$ cat config.mk
export PLATFORM = sky130hd
export DESIGN_NAME = multirate_deser_queue
export DESIGN_NICKNAME = d
export VERILOG_FILES = /design/src/rtl/multirate_deser_queue.sv
export SDC_FILE = /design/constraint.sdc
export NUM_CORES = 1
export LEC_CHECK = 0
export CAP_MARGIN = 20
export CORE_MARGIN = 4
export CORE_UTILIZATION = 54
export DETAILED_ROUTE_END_ITERATION = 8
export PLACE_DENSITY = 0.88
export SLEW_MARGIN = 40
export SYNTH_ARGS = -nofsm -noshare
export SYNTH_HDL_FRONTEND = slang
export SYNTH_SLANG_ARGS = --single-unit
$ cat constraint.sdc
create_clock -name clock -period 2.83 [get_ports clock]
set_input_delay 0.4245 -clock clock [delete_from_list [all_inputs] [get_ports clock]]
set_output_delay 0.4245 -clock clock [all_outputs]
set_load 0.03 [all_outputs]
$ cat src/rtl/multirate_deser_queue.sv
// multirate_deser_queue: fast-rate serial deserializer feeding a slow-rate circular FIFO.
// Define MRDQ_PARITY_EN to receive an even-parity bit per word and flag mismatches.
module multirate_deser_queue #(
  parameter int DATA_W   = 8,
  parameter int DEPTH    = 8,
  parameter int FAST_DIV = 5,
  parameter int SLOW_DIV = 50
) (
  input  logic                       clock,
  input  logic                       reset,
  input  logic                       data_in,
  input  logic                       write_in,
  output logic                       status_out,
  output logic                       data_ready,
  input  logic                       enqueue_in,
  input  logic                       dequeue_in,
  output logic [DATA_W-1:0]          data_out,
  output logic [$clog2(DEPTH+1)-1:0] len_out,
`ifdef MRDQ_PARITY_EN
  output logic                       parity_err_out,
`endif
  output logic                       full_out,
  output logic                       empty_out
);

  localparam int LW = $clog2(DEPTH+1);
  localparam int PW = $clog2(DEPTH);
  localparam int BW = $clog2(DATA_W+1);
  localparam int FW = $clog2(FAST_DIV);
  localparam int SW = $clog2(SLOW_DIV);

  localparam logic [FW-1:0] FAST_LAST = FW'(FAST_DIV-1);
  localparam logic [SW-1:0] SLOW_LAST = SW'(SLOW_DIV-1);
  localparam logic [PW-1:0] PTR_LAST  = PW'(DEPTH-1);
  localparam logic [LW-1:0] LEN_FULL  = LW'(DEPTH);
  localparam logic [BW-1:0] BIT_LAST  = BW'(DATA_W-1);

  typedef enum logic [1:0] {
    RECV,
    PAR,
    DONE
  } state_t;

  logic [FW-1:0] fast_cnt;
  logic [SW-1:0] slow_cnt;
  logic          fast_tick;
  logic          slow_tick;

  state_t            state;
  logic [DATA_W-1:0] word;
  logic [BW-1:0]     bit_cnt;
  logic              ack;

  logic [DATA_W-1:0] mem [DEPTH];
  logic [PW-1:0]     head;
  logic [PW-1:0]     tail;
  logic              push;
  logic              pop;
  logic [LW-1:0]     len_next;

  assign fast_tick = (fast_cnt == FAST_LAST);
  assign slow_tick = (slow_cnt == SLOW_LAST);

  always_ff @(posedge clock or posedge reset) begin
    if (reset) begin
      fast_cnt <= '0;
      slow_cnt <= '0;
    end else begin
      fast_cnt <= fast_tick ? '0 : fast_cnt + 1'b1;
      slow_cnt <= slow_tick ? '0 : slow_cnt + 1'b1;
    end
  end

  // A pop frees a slot on the same tick, so a full queue still accepts
  assign pop  = slow_tick & dequeue_in & ~empty_out;
  assign push = slow_tick & data_ready & enqueue_in & ~ack
              & (~full_out | pop);

  always_comb begin
    len_next = len_out;
    case ({push, pop})
      2'b10:   len_next = len_out + 1'b1;
      2'b01:   len_next = len_out - 1'b1;
      default: len_next = len_out;
    endcase
  end

  always_ff @(posedge clock or posedge reset) begin
    if (reset) begin
      state      <= RECV;
      word       <= '0;
      bit_cnt    <= '0;
      ack        <= 1'b0;
      status_out <= 1'b1;
      data_ready <= 1'b0;
`ifdef MRDQ_PARITY_EN
      parity_err_out <= 1'b0;
`endif
    end else begin
`ifdef MRDQ_PARITY_EN
      parity_err_out <= 1'b0;
`endif
      if (push)
        ack <= 1'b1;
      if (fast_tick) begin
        case (state)
          RECV: begin
            if (write_in) begin
              word    <= {word[DATA_W-2:0], data_in};
              bit_cnt <= bit_cnt + 1'b1;
              if (bit_cnt == BIT_LAST) begin
`ifdef MRDQ_PARITY_EN
                state <= PAR;
`else
                state      <= DONE;
                status_out <= 1'b0;
                data_ready <= 1'b1;
`endif
              end
            end
          end
`ifdef MRDQ_PARITY_EN
          PAR: begin
            if (write_in) begin
              if (data_in == ^word) begin
                state      <= DONE;
                status_out <= 1'b0;
                data_ready <= 1'b1;
              end else begin
                state          <= RECV;
                bit_cnt        <= '0;
                parity_err_out <= 1'b1;
              end
            end
          end
`endif
          DONE: begin
            if (ack) begin
              state      <= RECV;
              bit_cnt    <= '0;
              ack        <= 1'b0;
              status_out <= 1'b1;
              data_ready <= 1'b0;
            end
          end
          default: state <= RECV;
        endcase
      end
    end
  end

  always_ff @(posedge clock) begin
    if (push)
      mem[tail] <= word;
  end

  always_ff @(posedge clock or posedge reset) begin
    if (reset) begin
      head      <= '0;
      tail      <= '0;
      data_out  <= '0;
      len_out   <= '0;
      full_out  <= 1'b0;
      empty_out <= 1'b1;
    end else begin
      if (push)
        tail <= (tail == PTR_LAST) ? '0 : tail + 1'b1;
      if (pop) begin
        data_out <= mem[head];
        head     <= (head == PTR_LAST) ? '0 : head + 1'b1;
      end
      len_out   <= len_next;
      full_out  <= (len_next == LEN_FULL);
      empty_out <= (len_next == '0);
    end
  end

endmodule

==> results <==
- The number of enable flip-flop cells after synthesis is 64.
- Of the post-synthesis cell area, the dominant cell type holds 0.430.
- For this block, the initial DRC count from the detailed router was approximately 130.
- The async set-or-reset flop fraction in the synthesized netlist is 0.407.
- For this design, the sink count on the clock tree is roughly 110.
- The share of synthesized cell area in and, or, nand and nor gates is 0.0734.
- The number of warnings issued by yosys is 0.
- The kind of cell adding the most delay to the critical path is compound AO/OA/AOI/OAI gates.
- The maximum cell stage delay along the critical path is approximately 450 ps.
- The antenna cell count is 0.
- The H-tree generated during clock tree synthesis spans 3 levels.
- The nature of the critical path startpoint is an input pin.
- The cell sitting at the root of the clock tree is a sky130_fd_sc_hd__clkbuf_8.
- The number of global-route vias before repair came to about 2500.
- The die footprint is 9790 sq um.
- The die extent in x is 98.9 um.
- The critical path data arrival time is 2940 ps.
- The detailed-route via count is 2428.
- The analysis attributes to net switching a power of around 0.0009 W.
- For this run, the post-layout net count is between 300 and 400.
- After legalization and detailed placement, the total HPWL measured approximately 5000 um.
- At the pin with the least slew margin, the transition time is between 700 and 800 ps.
- In the synthesized netlist the dominant register cell turns out to be sky130_fd_sc_hd__edfxtp_1.
- The shortest period the worst path allows is between 2000 and 3000 ps.
- The overall power is between 0.003 and 0.004 W.
- Synthesis instantiated 40 different standard cells from the library.
- The relative max-transition margin is 0.504.
- Summed over all cells, the static leakage comes to between 1.5 and 2 nW.
- The setup violation total in the final timing report is 0.
- The number of detailed-route iterations in the first pass is 4.
- Of the total synthesized cell area, the portion taken by XOR and XNOR cells is 0.0177.
- The synthesized flop and latch total is 108.
- The worst hold slack is approximately 330 ps.
- Of the total synthesized cell area, the portion taken by full adders, half adders and majority gates is 0.0336.
- The synthesized design spends more area on one cell type than any other, namely sky130_fd_sc_hd__edfxtp_1.
- The combinational family with the most area after synthesis is multiplexers.
- In this run the cell area of the synthesized design comes to around 4500 sq um.
- The vertical die dimension is around 99 um.
- The detail-routed via count per cell is between 5 and 6.
- Before CTS, the worst setup slack after placement is -289 ps.
- Dividing total power by cell area gives a power density of 643 nW/um^2.
- The internal cell power is 0.00241 W.
- The filler cells instantiated in the layout total between 500 and 600.
- The layout overhead on the synthesized area is 15.0%.
- The number of buffers between clock root and the deepest sink is 2.
- The maximum fanout along the worst path is 2.
- The total routing usage reported by global routing is 0.164.
- The post-route clock skew is about 11 ps.
- The CTS buffer count is 9.
- In the post-route analysis, the smallest setup slack over all paths is 164 ps.
- The clock latency at the later pin of the worst-skew pair is 360 ps.
- Summed over all layers, the global routing overflow is 0.
- The total area inside the core boundary comes to approximately 7900 sq um.
- The final routed wirelength across all metal layers is 7370 um.
- Summing all flip-flop and latch instances after layout gives between 3000 and 4000 sq um.
- For this run, design rule violations remaining after detail routing come to 0.
- In the final layout, the share of cells above drive strength 1 is 0.223.
- The max-slew violation total from the final report is 0.
- The mean instance size in the synthesized netlist is ~16 sq um.
- The initial cell density of the core is 0.566.
- The cell count after synthesis is between 200 and 300.
- The share of total power dissipated in combinational logic is 0.153.
- Entering global routing, the biggest net connects 21 pins.
- TritonCTS built the clock tree.
- The largest individual stage delay along the critical path comes from the cell sky130_fd_sc_hd__clkdlybuf4s50_1.
- Yosys attributes the largest share of cell area to sky130_fd_sc_hd__edfxtp_1 43%, sky130_fd_sc_hd__dfrtp_1 24%, sky130_fd_sc_hd__mux4_2 8.1%.
- The number of setup buffers added after CTS is 0.
- The portion of synthesized area spent on multiplexers is 0.138.
- The number of buffers inserted by port buffering is 21.
- The critical path contains buffers and inverters numbering 2 combined.
- The net switching share of the total power is 0.270.
- At the end of routability-driven placement, the weighted congestion stood at around 0.79.
- The critical path endpoint category is a flip-flop.
- Synthesis produced a netlist with a net count of approximately 300.
- For this run, the register share of the synthesized area comes to 0.678.
- The critical path's most frequent cell is sky130_fd_sc_hd__ha_1.
- The tool flagged a number of max-cap violations equal to 0.
- The path category of the worst min-delay check is in2async.
- The I/O pin count is 22.
- The flow ran to the end, and the final reports show no timing, DRC or antenna violations.
- The worst setup path category is in2reg.
- The clock share of power is 0.251.
- The post-route non-filler standard cell count is 434.
- The post-detailed-route count of antenna-violating nets is 0.
- The sequential share of power is 0.597.
- The worst supply voltage drop on vdd is 0.273 mV.
- The initial antenna violation count was 0.
- The mean routed wirelength per cell is about 17 um.
- The first-pass GRT wire length is roughly 12000 um.
- The clock transition at the registers of the reported paths is 100 ps.
- The top achievable clock speed is roughly 380 MHz.
- The count of placed standard cells including taps is between 400 and 500.
- The required arrival time at the worst endpoint is 3110 ps.
- The post-synthesis compound-gate area fraction was 0.0404.
- The number of placement rows is 32.
- The total area of multi-input combinational cells is approximately 1400 sq um.
- The hold violation count in the final report came to 0.
- Walking the worst path, the cells encountered are clkdlybuf4s50_1, nand2b_1, a2111oi_4, inv_1, ha_1, xor2_1, ha_1, nor3b_2, nor2_1, a211o_1, a211oi_2.
- The period utilization is 0.942.
## cell usage in the layout, fill, tap and decap left out, types with 2 or more instances in the layout
cell type,n
sky130_fd_sc_hd__a211o_1,2
sky130_fd_sc_hd__nand2_1,5
sky130_fd_sc_hd__xor2_1,5
sky130_fd_sc_hd__nor3_1,5
sky130_fd_sc_hd__mux2_1,3
sky130_fd_sc_hd__mux2_2,11
sky130_fd_sc_hd__ha_1,12
sky130_fd_sc_hd__nand3_1,3
sky130_fd_sc_hd__and3_1,2
sky130_fd_sc_hd__dfrtp_1,41
sky130_fd_sc_hd__clkinv_1,3
sky130_fd_sc_hd__o21ai_0,2
sky130_fd_sc_hd__inv_1,10
sky130_fd_sc_hd__nand4_1,2
sky130_fd_sc_hd__o22ai_1,2
sky130_fd_sc_hd__clkbuf_8,9
sky130_fd_sc_hd__edfxtp_1,64
sky130_fd_sc_hd__nand3b_1,3
sky130_fd_sc_hd__xnor2_1,4
sky130_fd_sc_hd__clkinv_4,3
sky130_fd_sc_hd__nand2b_1,6
sky130_fd_sc_hd__a22o_1,2
sky130_fd_sc_hd__clkdlybuf4s50_1,21
sky130_fd_sc_hd__a21oi_1,13
sky130_fd_sc_hd__nor2_1,29
sky130_fd_sc_hd__buf_4,24
sky130_fd_sc_hd__mux2i_1,10
sky130_fd_sc_hd__mux4_2,16
sky130_fd_sc_hd__dfstp_2,2
## final cells by class
cell class,instances,area share
inverter,11,0.00804
tap,102,0.0249
multi-input combinational,152,0.267
clock buffer,9,0.0241
timing repair buffer,45,0.0760
sequential,108,0.589
clock inverter,7,0.0102
## synthesized netlist by cell type (2+ instances only)
library cell,count
sky130_fd_sc_hd__a211o_1,2
sky130_fd_sc_hd__a21oi_1,13
sky130_fd_sc_hd__a22o_1,2
sky130_fd_sc_hd__and3_1,2
sky130_fd_sc_hd__buf_2,4
sky130_fd_sc_hd__clkbuf_1,3
sky130_fd_sc_hd__dfrtp_1,42
sky130_fd_sc_hd__dfstp_2,2
sky130_fd_sc_hd__edfxtp_1,64
sky130_fd_sc_hd__ha_1,12
sky130_fd_sc_hd__inv_1,11
sky130_fd_sc_hd__mux2_1,3
sky130_fd_sc_hd__mux2_2,11
sky130_fd_sc_hd__mux2i_1,10
sky130_fd_sc_hd__mux4_2,16
sky130_fd_sc_hd__nand2_1,5
sky130_fd_sc_hd__nand2b_1,7
sky130_fd_sc_hd__nand3_1,3
sky130_fd_sc_hd__nand3b_1,3
sky130_fd_sc_hd__nand4_1,2
sky130_fd_sc_hd__nor2_1,29
sky130_fd_sc_hd__nor3_1,6
sky130_fd_sc_hd__nor3b_1,2
sky130_fd_sc_hd__o21ai_0,2
sky130_fd_sc_hd__o22ai_1,2
sky130_fd_sc_hd__xnor2_1,4
sky130_fd_sc_hd__xor2_1,5
## through the flow
stage,instance area (sq um),setup TNS (ps),util
2_1_floorplan,4470,0,-
3_3_place_gp,4950,-346,0.627
3_5_place_dp,4950,-586,0.627
4_1_cts,5120,0,0.649
5_1_grt,5130,-2.74,0.651
6_report,5130,0,0.651
## state kept, by name (all words and copies together), names as in the netlist
register / count
tail: 3
slow_cnt: 6
status_out: 1
ack: 1
bit_cnt: 4
head: 3
fast_cnt: 3
full_out: 1
word: 8
mem: 64
data_ready: 1
empty_out: 1
data_out: 8
len_out: 4
## worst paths after layout
kind	startpoint	end	slack (ps)	cells past startpoint
max	dequeue_in	empty_out	160	11
min	reset	slow_cnt[1]	330	2
max reg2reg	slow_cnt[3]	empty_out	180	10
min reg2reg	fast_cnt[0]	fast_cnt[0]	470	1
max in group asynchronous	reset	empty_out	1870	3
min in group clock	fast_cnt[0]	fast_cnt[0]	470	1
## power groups by stage
stage | Clock [W] | Combinational [W] | Sequential, W
finish | 0.000828 | 0.000504 | 0.00197
global route | 0.000914 | 0.000560 | 0.00199
CTS | 0.000844 | 0.000502 | 0.00197
detailed placement | 0 | 0.000501 | 0.00200
global placement | 0 | 0.000475 | 0.00199
floorplan | 0 | 0.000315 | 0.00199
## per-layer routing
metal	vias to the layer above	GRT usage	wire, um
li1	1139	-	-
met1	1221	0.207	3080
met2	58	0.273	3820
met3	10	0.0304	322
met4	0	0.0830	145
met5	-	0	0
## logic make-up (layout without fill, tap and decap cells)
kind of cell    Yosys count  in the layout
fa+ha+maj                12             12
xor+xnor                  9              9
simple gates             65             65
flops                   108            108
mux                      40             40
compound gates           26             26
buf+inv                  20             72
## what timing repair did
item                       CTS  global route
hold endpoints to repair     0             0
hold buffers                 0             0
resized for setup            0             3
setup endpoints to repair    0             2
(Power assumes the default switching activity.)
